**src/rtl/int_ctrl_pkg.sv**
```systemverilog
// Shared constants and helpers for the external interrupt controller.
// Holds the register offsets, the ID width and the lowest-ID priority encoder.
package int_ctrl_pkg;

    localparam logic [7:0] INT_CTRL_PENDING_ADDR   = 8'h00;
    localparam logic [7:0] INT_CTRL_ENABLE_ADDR    = 8'h04;
    localparam logic [7:0] INT_CTRL_CLAIM_ADDR     = 8'h08;
    localparam logic [7:0] INT_CTRL_INSERVICE_ADDR = 8'h0C;

    localparam int         INT_CTRL_ID_WIDTH  = 5;
    localparam logic [1:0] INT_CTRL_SIZE_WORD = 2'b10;

    // Returns the 1-based ID of the lowest set bit, or 0 when the vector is empty.
    function automatic logic [INT_CTRL_ID_WIDTH-1:0] lowest_id(input logic [30:0] vec);
        logic [INT_CTRL_ID_WIDTH-1:0] id;
        id = '0;
        for (int i = 30; i >= 0; i--) begin
            if (vec[i]) begin
                id = INT_CTRL_ID_WIDTH'(i + 1);
            end
        end
        return id;
    endfunction

endpackage

```
**src/rtl/int_source_gateway.sv**
```systemverilog
// Per-source front end: optional two-flop synchronizer (INT_CTRL_SYNC_EN)
// followed by a rising-edge detector producing a one-cycle pulse.
module int_source_gateway (
    input  logic clk,
    input  logic reset_n,
    input  logic src,
    output logic edge_pulse
);

    logic src_s;
    logic src_prev;

`ifdef INT_CTRL_SYNC_EN
    logic sync_1;
    logic sync_2;

    always_ff @(posedge clk or negedge reset_n) begin
        if (!reset_n) begin
            sync_1 <= 1'b0;
            sync_2 <= 1'b0;
        end else begin
            sync_1 <= src;
            sync_2 <= sync_1;
        end
    end

    assign src_s = sync_2;
`else
    assign src_s = src;
`endif

    always_ff @(posedge clk or negedge reset_n) begin
        if (!reset_n) begin
            src_prev <= 1'b0;
        end else begin
            src_prev <= src_s;
        end
    end

    assign edge_pulse = src_s & ~src_prev;

endmodule

```
**src/rtl/int_controller.sv**
```systemverilog
// Memory-mapped external interrupt controller with claim/complete handshake.
// Build option INT_CTRL_SYNC_EN adds a two-flop synchronizer on every source.
module int_controller
    import int_ctrl_pkg::*;
#(
    parameter int NUM_SOURCES = 8
) (
    input  logic                   clk,
    input  logic                   reset_n,
    input  logic [NUM_SOURCES-1:0] src_irq,
    input  logic                   bus_req,
    input  logic                   bus_write,
    input  logic [1:0]             bus_size,
    input  logic [7:0]             bus_addr,
    input  logic [31:0]            bus_wdata,
    output logic [31:0]            bus_rdata,
    output logic                   bus_ack,
    output logic                   bus_fault,
    output logic                   ext_int
);

    logic [NUM_SOURCES-1:0]       pending;
    logic [NUM_SOURCES-1:0]       enable;
    logic [NUM_SOURCES-1:0]       edge_pulse;
    logic [NUM_SOURCES-1:0]       active;
    logic [NUM_SOURCES-1:0]       claim_mask;
    logic [INT_CTRL_ID_WIDTH-1:0] inservice;
    logic [INT_CTRL_ID_WIDTH-1:0] claim_id;
    logic                         access_bad;
    logic                         access_ok;
    logic                         do_claim;
    logic                         do_complete;
    logic                         do_enable_wr;
    logic [31:0]                  rdata_next;
    logic                         unused_wdata;

    assign unused_wdata = ^bus_wdata;

    for (genvar g = 0; g < NUM_SOURCES; g++) begin : g_src
        int_source_gateway u_gateway (
            .clk        (clk),
            .reset_n    (reset_n),
            .src        (src_irq[g]),
            .edge_pulse (edge_pulse[g])
        );
    end

    always_comb begin
        active     = pending & enable;
        claim_id   = lowest_id(31'(active));
        access_bad = (bus_size != INT_CTRL_SIZE_WORD) || (bus_addr[1:0] != 2'b00) ||
                     (bus_addr > INT_CTRL_INSERVICE_ADDR) ||
                     (bus_write && (bus_addr == INT_CTRL_PENDING_ADDR ||
                                    bus_addr == INT_CTRL_INSERVICE_ADDR));
        access_ok    = bus_req && !access_bad;
        do_enable_wr = access_ok && bus_write && (bus_addr == INT_CTRL_ENABLE_ADDR);
        do_complete  = access_ok && bus_write && (bus_addr == INT_CTRL_CLAIM_ADDR) &&
                       (bus_wdata[INT_CTRL_ID_WIDTH-1:0] == inservice);
        do_claim     = access_ok && !bus_write && (bus_addr == INT_CTRL_CLAIM_ADDR) &&
                       (inservice == '0) && (|active);
        // Isolate the lowest active bit; it matches claim_id.
        claim_mask   = do_claim ? (active & (~active + NUM_SOURCES'(1))) : '0;

        rdata_next = '0;
        if (access_ok && !bus_write) begin
            case (bus_addr)
                INT_CTRL_PENDING_ADDR:   rdata_next = 32'(pending);
                INT_CTRL_ENABLE_ADDR:    rdata_next = 32'(enable);
                INT_CTRL_CLAIM_ADDR:     rdata_next = do_claim ? 32'(claim_id) : '0;
                INT_CTRL_INSERVICE_ADDR: rdata_next = 32'(inservice);
                default:                 rdata_next = '0;
            endcase
        end
    end

    always_ff @(posedge clk or negedge reset_n) begin
        if (!reset_n) begin
            pending   <= '0;
            enable    <= '0;
            inservice <= '0;
            bus_ack   <= 1'b0;
            bus_fault <= 1'b0;
            bus_rdata <= '0;
            ext_int   <= 1'b0;
        end else begin
            // A new edge on the claimed source re-arms its flag instead of being lost.
            pending <= (pending & ~claim_mask) | edge_pulse;
            if (do_enable_wr) begin
                enable <= bus_wdata[NUM_SOURCES-1:0];
            end
            if (do_claim) begin
                inservice <= claim_id;
            end else if (do_complete) begin
                inservice <= '0;
            end
            bus_ack   <= bus_req;
            bus_fault <= bus_req && access_bad;
            bus_rdata <= rdata_next;
            ext_int   <= (|active) && (inservice == '0);
        end
    end

endmodule

```
**config.mk**
```make
export PLATFORM = sky130hd
export DESIGN_NAME = int_controller
export DESIGN_NICKNAME = d
export VERILOG_FILES = /design/src/rtl/int_ctrl_pkg.sv /design/src/rtl/int_source_gateway.sv /design/src/rtl/int_controller.sv
export SDC_FILE = /design/constraint.sdc
export NUM_CORES = 1
export LEC_CHECK = 0
export ABC_AREA = 1
export CAP_MARGIN = 20
export CORE_AREA = 2 2 74 76
export DETAILED_ROUTE_END_ITERATION = 10
export DIE_AREA = 0 0 76 78
export GPL_TIMING_DRIVEN = 0
export PLACE_DENSITY = 0.78
export SETUP_SLACK_MARGIN = 0.2
export SYNTH_ARGS = -nofsm -noshare
export SYNTH_HDL_FRONTEND = slang
export SYNTH_HIERARCHICAL = 1
export SYNTH_SLANG_ARGS = --single-unit
export TNS_END_PERCENT = 20
```
**constraint.sdc**
```tcl
create_clock -name clk -period 1.8 [get_ports clk]
set_clock_uncertainty 0.2 [all_clocks]
set_input_delay 0.27 -clock clk [delete_from_list [all_inputs] [get_ports clk]]
set_output_delay 0.27 -clock clk [all_outputs]
set_load 0.01 [all_outputs]
```
==> run metrics, run 1 <==
status complete, no violations; fmax 598 MHz; area share of fa/ha/maj cells after synthesis 0%; initial core utilization 41.9%; num rows 26; chip height approximately 80 µm; wl on met1 2.09 mm; Final #Nets around 420; area delta synth->final 51.0%; Overflow after GRT 0; Vias slightly below 2000; CTS Root Cell clkbuf_8; Power Density approximately 570 mW/mm²; # DRC 0; post-route cell area 0.00319 mm²; core region area between 0.005 and 0.006 mm²; final WL 5.42 mm; Internal between 1 and 1.5 mW; post-synthesis xor/xnor area fraction 0.828%; GP Congestion 0.923; initial antenna violation count 0; Post-Synthesis Cells between 200 and 300; HP Class input pin to flop; clock power share about two fifths; diode count 0; CTS tree yes; Max clock buf depth 2; Leakage Power 1.64 nW; CP Class flop to flop; Switch Pwr around 0.42 mW; Wirelength per Cell 12.3 µm; clk sinks 39; critical path data required time between 1.5 and 2 ns; Post-Synth Simple-Gate Area 31.5%; synthesized area roughly 0.0021 mm²; global-route wire length before repair approximately 8.6 mm; worst-path fanout max 5; HPWL after DPL 3.51 mm; top-area cell type share of the netlist area 46.2%; max cap viols 0; Logic pwr share between 10% and 20%; initial DRC count ~110; placed inst area around 0.0027 mm²; crit-path max cell delay just over 0.4 ns; RSZ-0062 raised after global routing yes; critical path launch point type flop; H-Tree Depth 2; final setup fails 0; Synth Area in Compound Gates 4.97%; CP max stage cell dfrtp_1; Tcrit/Tclk final 92.9%; CP endpoint kind flop; post-synthesis sequential area ratio 46.2%; post-synth top area cell dfrtp_1; Top Metal Used met4; CP Cell Sequence nor4_4 -> nand2_2 -> nor2_4 -> buf_6 -> nand3_1 -> nand2_1 -> nand2_1; drt first pass iters 4; maximum vdd drop roughly 0.45 mV; FF-to-FF setup slack approximately 0.13 ns; Via density about 4.5; post-route ant nets 0; die area between 0.005 and 0.006 mm²; number of global-route vias before repair 1883; cell mode on critical path nand2_1; largest net degree at the start of global routing 40; syn_area_per_cell approximately 7.9 µm²; met3 WL 338 µm; Die X between 70 and 80 µm; GRT Util Overall 18.5%; Core Util, Final about 63%; sequential power share between 40% and 50%; clock transition time at the flip-flop clock pins of the worst setup and hold paths 0.08 ns; Slew headroom around 44%; Filler Cells Inserted approximately 440; mux cell area share after synthesis 0%; Final Slew Violations 0; min cycle time layout 1.67 ns; FF+latch count, synth 39; clock latency on the worst-skew pair ~0.3 ns; synth top area cells dfrtp_1 (46%), nand2_1 (14%), buf_4 (8.5%); worst-margin pin slew 0.839 ns; IO Port Bufs 40; WL met2 ~2.8 mm; number of CTS-inserted buffers 5; share of layout cells above drive strength 1 about a third; Switching Fraction about 23%; largest family of logic cells by synthesized area simple AND/OR/NAND/NOR gates; top-level port count 89; Synth cell types 26; Hold Violations, Final 0; Arr. time, crit path roughly 1.7 ns; YS warnings 6
==> layer usage <==
metal / vias up / global-route usage (%)
li1: 990 / -
met1: 903 / 21.3
met2: 79 / 33.9
met3: 13 / 4.42
met4: 0 / 6.18
met5: - / 0
==> cell usage after synthesis <==
library cell,count
buf_8,1
dfrtp_1,39
o21ai_1,2
buf_4,24
a211oi_1,1
xnor2_1,1
nor3_1,3
a21oi_1,16
nand2_2,1
a21boi_0,1
buf_6,1
inv_2,3
nor4_1,1
clkinv_1,1
xor2_1,1
buf_2,1
nor2_1,21
nor2_2,10
nand3_2,5
nand2_1,77
nand4_1,3
nor2_4,2
nand3_1,20
nor3_4,1
conb_1,1
inv_1,32
==> power groups by stage <==
stage                     combinational [mW]  sequential (mW)  clock, mW
after global routing                   0.221            0.893      0.786
after global placement                 0.193            0.909          0
after floorplan                       0.0947            0.910          0
after detailed placement               0.194            0.909          0
final                                  0.201            0.891      0.729
after CTS                              0.195            0.891      0.744
==> cell usage in the layout (no fill, tap or decap), types with 2 or more instances in the layout <==
master           Yosys  final
nor2_4               2      4
nor3_1               3      2
a21oi_1             16     11
inv_2                3      4
nand2_2              1     14
dlygate4sd2_1        0      5
buf_6                1      3
buf_4               24     48
conb_1               1     24
dfrtp_1             39     39
clkbuf_8             0      5
nand4_1              3      3
nor2_1              21     17
clkdlybuf4s50_1      0     27
a21oi_2              0      5
nor2_2              10     12
clkdlybuf4s15_1      0      2
inv_1               32     30
clkbuf_2             0      4
o21ai_1              2      2
nand2_1             77     63
nand2_4              0      2
nand3_2              5     13
nand3_1             20     11
==> sequential cells by signal (all words and copies together) (netlist names) <==
signal,cells
bus_fault,1
inservice,4
g_src.u_gateway/src_prev,8
bus_rdata,8
bus_ack,1
pending,8
ext_int,1
enable,8
==> kinds of logic after synthesis <==
family,Yosys count
AOI/OAI and AO/OA,20
and+or+nand+nor,144
DFF,39
buffers and inverters,63
xor gates and xnor gates,2
other,1
==> worst paths after layout <==
kind | start | end | depth (start not counted)
hold / removal | src_irq[0] | g_src[0].u_gateway/src_prev | 1
min in group asynchronous | reset_n | enable[5] | 2
setup / recovery | inservice[1] | pending[3] | 7
max in group asynchronous | reset_n | inservice[3] | 2
setup reg to reg | inservice[1] | pending[3] | 7
hold reg to reg | g_src[0].u_gateway/src_prev | pending[0] | 3
==> repair_timing <==
action / CTS / global route
endpoints found under the hold margin: 39 / 0
gates cloned: 2 / 1
hold buffers: 1 / 0
gates resized for setup: 40 / 30
endpoints found under the setup margin: 39 / 38
setup buffers: 22 / 3
pin swaps: 15 / 19
==> area by class of cell <==
cell class	instances	area, µm²	share of cell area (%)
Multi-Input combinational cell	191	1040	32.6
Clock buffer	5	68.8	2.16
Sequential cell	39	976	30.6
Clock inverter	3	43.8	1.37
Timing Repair Buffer	68	624	19.6
Buffer	27	214	6.70
Inverter	36	138	4.31
Tap cell	70	87.6	2.74
==> worst max-delay path: cells and delay by family (launching register included) <==
| kind | cells | cell delay, ns |
|---|---|---|
| AND/OR/NAND/NOR | 6 | 0.79 |
| buffers and inverters | 1 | 0.16 |
| flip-flops | 1 | 0.41 |
==> through the flow <==
stage	setup TNS (ns)	worst slack [ns]	total power, mW	hold WS [ns]	instances
floorplan	0	0.287	1.00	-0.226	292
global placement	-32.91	-0.647	1.10	0.275	402
detailed placement	-8.85	-0.384	1.10	0.218	402
CTS	0	0.160	1.83	0.225	435
global route	0	0.0486	1.90	0.232	439
finish	0	0.128	1.82	0.231	439
(Power assumes the default switching activity.)
==> run 2, diff against run 1 <==
CORE_AREA = 2 2 77 79   (was 2 2 74 76)
DIE_AREA = 0 0 79 81   (was 0 0 76 78)
PLACE_DENSITY = 0.73   (was 0.78)
==> run metrics, run 2 (synthesis results as in run 1) <==
status complete, no violations; diode count 0 (unchanged); GR peak layer met2; maximum vdd drop 0.525 mV (+18%); die area 0.00640 mm² (+7.9%); dpl cells 407 (+1.2%); Die X 79 µm (+3.9%); worst hold start src_irq[3]; max cap viols 0 (unchanged); core region area 0.00568 mm² (+13%); Worst R2R Path Depth 6 (-1); global-route wire length before repair 8.37 mm (-3.0%); final setup fails 0 (unchanged); Max clock buf depth 2 (unchanged); largest net degree at the start of global routing 40 (unchanged); Logic pwr share 10.8% (-0.2 points); worst-path fanout max 5 (unchanged); post-route cell area 0.00313 mm² (-2.1%); CP max stage cell dfrtp_2; HPWL after DPL 3.38 mm (-3.8%); reg2reg start inservice[0]; Via density 4.44 (-1.9%); initial DRC count 87 (-18%); Switch Pwr 0.404 mW (-3.7%); clock power share 40.9% (+0.9 points); number of global-route vias before repair 1841 (-2.2%); HP Class input pin to flop; CTS Root Cell clkbuf_8; routing usage on met1 19.6% (-1.7 points); CP Cell Sequence nor4_4 -> nand2_2 -> nor2_4 -> buf_6 -> nand3_4 -> a21oi_4; clk sinks 39 (unchanged); Overflow after GRT 0 (unchanged); Wirelength per Cell 11.7 µm (-5.2%); Final Slew Violations 0 (unchanged); Tcrit/Tclk final 96.6% (+3.7 points); share of layout cells above drive strength 1 28.9% (-5.3 points); FF-to-FF setup slack 0.06 ns (-0.07 ns); H-Tree Depth 2 (unchanged); Vias 1916 (-3.5%); GP Congestion 0.887 (-3.9%); critical path launch point type flop; Internal 1.44 mW (+2.7%); worst-margin pin slew 0.855 ns (+0.0155 ns); Final #Nets 410 (-2.8%); chip height 81 µm (+3.8%); CP endpoint kind flop; top-level port count 89 (unchanged); num rows 28 (+7.7%); met3 global-route usage 4.11% (-0.31 points); Place WS -0.369 ns (+0.0150 ns); Layout Cells excl Fill 432 (-1.6%); commonest non-fill, non-tap cell in the layout nand2_1; Hold Path Depth 1 (unchanged); final WL 5.05 mm (-6.7%); Core Util, Final 55.1% (-8.3 points); Slew headroom 43.0% (-1.0 points); GRT Util Overall 17.1% (-1.5 points); CP Class flop to flop; # DRC 0 (unchanged); number of CTS-inserted buffers 5 (unchanged); crit-path max cell delay 0.44 ns (+0.03 ns); Switching Fraction 21.9% (-1.1 points); drt first pass iters 4 (unchanged); initial antenna violation count 0 (unchanged); fmax 575 MHz (-3.8%); Power Density 590 mW/mm² (+3.4%); Filler Cells Inserted 507 (+14%); Hold Violations, Final 0 (unchanged); clock transition time at the flip-flop clock pins of the worst setup and hold paths 0.07 ns (about the same); area delta synth->final 47.8%; WHS 0.236 ns (+0.00498 ns); IO Port Bufs 40 (unchanged); most frequent cells in the layout nand2_1 (68), dfrtp_1 (37), buf_4 (35), inv_1 (30), clkdlybuf4s50_1 (29); Final WS setup 0.0615 ns (-0.0662 ns); min cycle time layout 1.74 ns (+0.0662 ns); placed inst area 0.00269 mm² (+0.23%); post-route ant nets 0 (unchanged); RSZ-0062 raised after global routing yes; WHS Endpoint g_src[3].u_gateway/src_prev; Leakage Power 1.58 nW (-3.7%); initial core utilization 37.3% (-4.7 points); sequential power share 48.4% (-0.5 points); met2 Usage GRT 29.7% (-4.3 points); RR Endpoint bus_rdata[0]; CTS tree yes; Arr. time, crit path 1.76 ns (+0.10 ns); critical path data required time 1.82 ns (+0.03 ns); clock latency on the worst-skew pair 0.30 ns (about the same)
==> run 2: cell types whose count changed in the layout (fill, tap and decap cells not counted), sizes merged <==
cell | previous run | this run
dlygate4sd2 | 5 | 9
clkdlybuf4s50 | 27 | 29
clkbuf | 9 | 6
nand2 | 79 | 78
dlymetal6s2s | 1 | 0
clkinv | 3 | 2
clkdlybuf4s15 | 2 | 1
buf | 55 | 44
==> run 2: layout make-up <==
| class | instances | area (µm²) | share of cell area [%] |
|---|---|---|---|
| Multi-Input combinational cell | 190 | 1030 | 33.0 |
| Sequential cell | 39 | 978 | 31.3 |
| Timing Repair Buffer | 57 | 553 | 17.7 |
| Buffer | 27 | 214 | 6.85 |
| Inverter | 36 | 136 | 4.36 |
| Tap cell | 75 | 93.8 | 3.00 |
| Clock buffer | 6 | 82.6 | 2.64 |
| Clock inverter | 2 | 35.0 | 1.12 |
==> run 2: layer usage <==
metal | wire length, µm | part of all wire [%]
met1 | 2090 | 41
met2 | 2550 | 51
met3 | 282 | 5.6
met4 | 129 | 2.6
met5 | 0 | 0
==> run 2: power groups by stage <==
| stage | clock network, mW | registers [mW] | logic (mW) |
|---|---|---|---|
| finish | 0.754 | 0.891 | 0.198 |
| global route | 0.814 | 0.893 | 0.221 |
| CTS | 0.771 | 0.891 | 0.198 |
| detailed placement | 0 | 0.909 | 0.195 |
| global placement | 0 | 0.909 | 0.193 |
| floorplan | 0 | 0.910 | 0.0947 |
==> run 2: through the flow <==
step | total power, mW | TNS, ns
after floorplan | 1.00 | 0
after global placement | 1.10 | -33.73
after detailed placement | 1.10 | -8.38
after CTS | 1.86 | 0
after global routing | 1.93 | -0.00162
final | 1.84 | 0
==> run 2: what timing repair did <==
| action | 4_1_cts | 5_1_grt |
|---|---|---|
| setup endpoints to repair | 39 | 41 |
| hold buffers | 1 | 0 |
| pin swaps | 14 | 12 |
| hold endpoints to repair | 39 | 0 |
| gates cloned | 2 | 0 |
| gates resized for setup | 44 | 14 |
| buffers inserted | 12 | 2 |
==> run 2: critical path: cells and delay by family, from the launching register on <==
kind            cells  cell delay, ns
flops               1            0.44
buf+inv             1            0.17
compound gates      1            0.14
simple gates        4            0.71
==> run 2: worst max path at each step <==
| stage | start | to | slack [ns] | depth (start not counted) |
|---|---|---|---|---|
| 2_1_floorplan | inservice[0] | pending[0] | 0.29 | 7 |
| 3_3_place_gp | reset_n | bus_rdata[3] | -0.67 | 1 |
| 3_5_place_dp | bus_addr[3] | bus_rdata[1] | -0.37 | 8 |
| 4_1_cts | inservice[1] | bus_rdata[0] | 0.13 | 6 |
| 5_1_grt | pending[1] | pending[0] | -0.002 | 10 |
| 6_report | inservice[0] | bus_rdata[0] | 0.06 | 6 |
==> RTL edit 1, RTL diff (settings of run 1) <==
Take the reset off `pending` and `bus_rdata` and load them in a clocked block of their own.
--- a/src/rtl/int_controller.sv
+++ b/src/rtl/int_controller.sv
@@ -75,16 +75,13 @@
 
     always_ff @(posedge clk or negedge reset_n) begin
         if (!reset_n) begin
-            pending   <= '0;
             enable    <= '0;
             inservice <= '0;
             bus_ack   <= 1'b0;
             bus_fault <= 1'b0;
-            bus_rdata <= '0;
             ext_int   <= 1'b0;
         end else begin
             // A new edge on the claimed source re-arms its flag instead of being lost.
-            pending <= (pending & ~claim_mask) | edge_pulse;
             if (do_enable_wr) begin
                 enable <= bus_wdata[NUM_SOURCES-1:0];
             end
@@ -95,10 +92,14 @@
             end
             bus_ack   <= bus_req;
             bus_fault <= bus_req && access_bad;
-            bus_rdata <= rdata_next;
             ext_int   <= (|active) && (inservice == '0);
         end
     end
 
+    always_ff @(posedge clk) begin
+        pending   <= (pending & ~claim_mask) | edge_pulse;
+        bus_rdata <= rdata_next;
+    end
+
 endmodule
 
Behaviour: not the same (a bounded check fails within 4 cycles, from zero or initial values and one cycle with reset_n low).
==> RTL edit 1 against run 1 <==
- synthesized area down 3.8%
- design area down 4.0%
- first-iteration DRC count unchanged
- sequential cell count unchanged
- power down 9.0%
- combinational power down 3%
- wire length down 4.2%
- sequential power down 0.6%
- die area unchanged
- non-clock buffer count down 3
- global-route usage down 1.0 points
- setup slack worse by 0.017 ns
- largest power group unchanged
- highest routed layer unchanged
==> RTL edit 1: results (changes against run 1) <==
finish:
  drive_gt1_frac: 0.292  # -0.0490
  finalNonFillerCells: 429  # -2.3%
  fillCellCount: 455  # +2.7%
  layout.nets: 412  # -2.4%
route:
  avgRoutedWirePerCell_um: 12.1  # -2.0%
  drtIter0Drc: 106  # unchanged
  routed-via-count: 1909  # -3.8%
setup_path:
  worst-path-max-fanout: 5  # unchanged
  ff2ff_setup_slack_ns: 0.11  # -0.02 ns
  crit_arrival_ns: 1.68  # +0.02 ns
  r2r-start: "inservice[2]"
  path_class: "reg -> reg"
  endpoint: "pending[1]"
placement:
  pre_cts_ws_ns: -0.396  # -0.0126 ns
  place_area_um2: 2610  # -2.8%
  dp_hpwl_um: 3370  # -4.0%
  dp.cells: 396  # -1.5%
  portBuffers: 40  # unchanged
  gp_congestion: 0.875  # -5.2%
grt:
  grt_pass1_wl_um: 8180  # -5.3%
  grt_pass1_vias: 1747  # -7.2%
  grt.total_usage: 0.175  # -0.0104
  grt_max_degree: 24  # -40%
clocking:
  numCtsBuffers: 5  # unchanged
  cts-resized-gates: 40  # unchanged
  path_clk_slew_ns: 0.08  # about the same
  clock_latency_ns: 0.28  # -0.02 ns
  post_cts_buffers: 18  # -18%
  htree_num_levels: 2  # unchanged
  clock-root-buffer: "clkbuf_8"
logic_synthesis:
  syn_inst: 263  # -2.2%
  async_flop_share: 0.590  # -0.410
  yosysUniqueCellTypes: 31  # +19%
  ys_seq_area_frac: 0.441  # -0.0209
  synth_area_leaders: "dfrtp_1 (28%), dfxtp_1 (16%), nand2_1 (14%)"
  synthTopCellsByCount: "nand2_1 (75), inv_1 (29), buf_4 (24)"
min_path:
  min_path_type: "in -> async"
timing:
  hold_ws_ns: 0.0466  # -0.185 ns
  fmax_mhz: 592  # -0.98%
  tns_ns: 0  # unchanged
status:
  status: "finished clean"
power_and_ir_drop:
  p_leak_nw: 1.52  # -7.4%
  ir_worst_vdd_mv: 0.368  # -18%
==> RTL edit 1: cell count changes in the layout (fill, tap and decap cells not counted), sizes merged, moves of 3 or more <==
cell	before	now
o21ai	2	5
dfrtp	39	23
buf	55	52
inv	35	32
nor2	33	29
dfxtp	0	16
clkdlybuf4s50	27	30
clkbuf	9	6
dlygate4sd2	5	8
==> RTL edit 1: where the power goes <==
group          internal [mW]  switching (mW)  total, mW  leakage (nW)
clock                  0.271           0.305      0.576        0.0412
sequential             0.881         0.00441      0.886         0.427
combinational          0.108          0.0864      0.195          1.05
total                   1.26           0.396       1.66          1.52
==> RTL edit 1: logic make-up after synthesis <==
kind of cell    count (synthesis)  synth area share
compound gates                 22            0.0597
other cells                     1           0.00184
buf+inv                        61             0.167
flops                          39             0.441
simple gates                  138             0.322
xor+xnor                        2           0.00862
==> RTL edit 1: routing by layer <==
metal  wire, um  vias to the layer above  track usage  share of wire
li1           -                      965            -              -
met4         25                        0       0.0473         0.0048
met2       2760                       66        0.325           0.53
met3        269                        2       0.0279          0.052
met5          0                        -            0              0
met1       2130                      876        0.210           0.41
==> RTL edit 1: cell type report <==
| cell class | instances | area, um^2 | area share |
|---|---|---|---|
| buffer | 27 | 218 | 0.0710 |
| clock buffer | 6 | 72.6 | 0.0237 |
| tap | 70 | 87.6 | 0.0286 |
| clock inverter | 2 | 12.5 | 0.00408 |
| timing repair buffer | 65 | 653 | 0.213 |
| sequential | 39 | 897 | 0.293 |
| inverter | 34 | 131 | 0.0429 |
| multi-input combinational | 186 | 992 | 0.324 |
==> RTL edit 1: worst max-delay path, stage by stage (launching register included) <==
cell and delay (ns):
dfrtp_1 0.44, nor4_2 0.26, nand2_1 0.16, nor2_4 0.18, buf_6 0.15, nand3b_1 0.08
nand2_1 0.07, nand2_1 0.04
==> RTL edit 2, RTL diff (config.mk and constraints of run 1) <==
Without the edit above. `NUM_SOURCES`: 8 -> 10.
--- a/src/rtl/int_controller.sv
+++ b/src/rtl/int_controller.sv
@@ -3,7 +3,7 @@
 module int_controller
     import int_ctrl_pkg::*;
 #(
-    parameter int NUM_SOURCES = 8
+    parameter int NUM_SOURCES = 10
 ) (
     input  logic                   clk,
     input  logic                   reset_n,
Interface: changed (resized src_irq); port bits go from 89 to 91. No check against the original RTL was run, so the function may have changed too.
==> RTL edit 2 against run 1 <==
- design area grew 10%
- clock power decreased by 12%
- combinational power is 5% higher
- sequential cell count increased by 8
- synthesized area rose by 16%
- wire length is 6.9% higher
- power up 5.9%
- setup slack got worse by 0.063 ns
- core utilization increased by 6.4 points
- critical endpoint is now bus_rdata[3]
- highest routed layer unchanged
==> RTL edit 2: results (changes against run 1) <==
status:
  status: "finished clean"
route:
  vias_per_cell: 4.69  # +3.6%
  drtIter0Drc: 220  # +110%
  highest_layer: "met4"
  wl_met2_um: 2940  # +3.5%
  routed-via-count: 2207  # +11%
  wl_met1_um: 2310  # +10%
  drt-total-wl_um: 5790  # +6.9%
  wl_met3_um: 376  # +11%
grt:
  grt_use_met3: 0.0360  # -0.00814
  grt_pass1_vias: 2143  # +14%
  grt_max_degree: 25  # -38%
  grt_use_met1: 0.243  # +0.0300
  grt.total_usage: 0.205  # +0.0192
  met2_usage: 0.367  # +0.0277
  grt_pass1_wl_um: 9580  # +11%
logic_synthesis:
  synthTopCellsByCount: "nand2_1 (87), dfrtp_1 (47), inv_1 (41)"
  synth-xor-area-share: 0.0143  # +0.00602
  synth_top_family_by_area: "simple AND/OR/NAND/NOR gates"
  ys_seq_area_frac: 0.480  # +0.0185
  yosysUniqueCellTypes: 27  # +3.8%
  synth_fa_ha_area_frac: 0  # unchanged
  synth_area_leaders: "dfrtp_1 (48%), nand2_1 (13%), buf_4 (7.4%)"
  ys.flop_type: "dfrtp_1"
  synth_compound_area_frac: 0.0700  # +0.0203
  syn_inst: 309  # +15%
placement:
  pre_cts_ws_ns: -0.459  # -0.0750 ns
  portBuffers: 46  # +15%
  dp_hpwl_um: 3960  # +13%
  place_area_um2: 3110  # +16%
  gp_congestion: 0.873  # -5.4%
  dp.cells: 447  # +11%
setup_path:
  ff2ff_setup_slack_ns: 0.06  # -0.06 ns
  critPathTopFamily: "simple AND/OR/NAND/NOR gates"
  r2r-start: "enable[5]"
  crit_arrival_ns: 1.78  # +0.12 ns
  r2r_end: "bus_rdata[3]"
  worst-path-max-fanout: 4  # -1
timing:
  relSlewSlack: 0.609  # +0.169
  hold_ws_ns: 0.216  # -0.0147 ns
power_and_ir_drop:
  ir_worst_vdd_mv: 0.447  # +0.14%
  p_switching_mw: 0.470  # +12%
  p_leak_nw: 1.69  # +3.1%
min_path:
  min_to: "g_src[8].u_gateway/src_prev"
  min_from: "src_irq[8]"
  min_path_type: "in -> reg"
clocking:
  cts-resized-gates: 49  # +23%
  post_cts_buffers: 12  # -45%
  cts_hold_buf: 1  # unchanged
finish:
  drive_gt1_frac: 0.269  # -0.0721
  layout.nets: 456  # +8.1%
[RTL edit 2: cell types whose count changed after synthesis, sizes merged, moves of 2 or more]
| cell | delta |
|---|---|
| nor3 | -2 |
| inv | +9 |
| nor2 | +4 |
| nand2 | +10 |
| buf | -2 |
| dfrtp | +8 |
| o21ai | +11 |
[RTL edit 2: worst max path at each step]
stage,start,to,slack (ns)
4_1_cts,bus_rdata[4],bus_rdata[4],0.15
6_report,enable[5],bus_rdata[3],0.06
3_5_place_dp,bus_addr[1],enable[0],-0.46
2_1_floorplan,bus_addr[4],pending[8],0.22
3_3_place_gp,reset_n,enable[0],-0.97
5_1_grt,enable[5],bus_rdata[3],0.002
[RTL edit 2: metrics by stage]
step	power (mW)	util
2_1_floorplan	1.19	-
3_3_place_gp	1.30	0.611
3_5_place_dp	1.31	0.616
4_1_cts	1.93	0.683
5_1_grt	2.00	0.698
6_report	1.93	0.698
[RTL edit 2: power by group through the flow]
stage,Sequential (mW),Combinational [mW],Clock (mW)
2_1_floorplan,1.10,0.0912,0
5_1_grt,1.08,0.236,0.690
3_5_place_dp,1.10,0.211,0
3_3_place_gp,1.10,0.202,0
4_1_cts,1.07,0.212,0.645
6_report,1.07,0.212,0.643
[RTL edit 2: layout make-up]
class,count,area [um^2]
multi-input combinational,214,1180
clock buffer,5,68.8
tap,70,87.6
inverter,44,165
fill,407,1530
timing repair buffer,63,616
buffer,25,203
clock inverter,3,18.8
sequential,47,1180
[RTL edit 2: cell families (layout without fill, tap and decap cells)]
family / Yosys count / count (layout)
xor gates and xnor gates: 4 / 4
AOI/OAI and AO/OA: 32 / 32
other: 1 / 22
DFF: 47 / 47
buffers and inverters: 69 / 140
and+or+nand+nor: 156 / 156
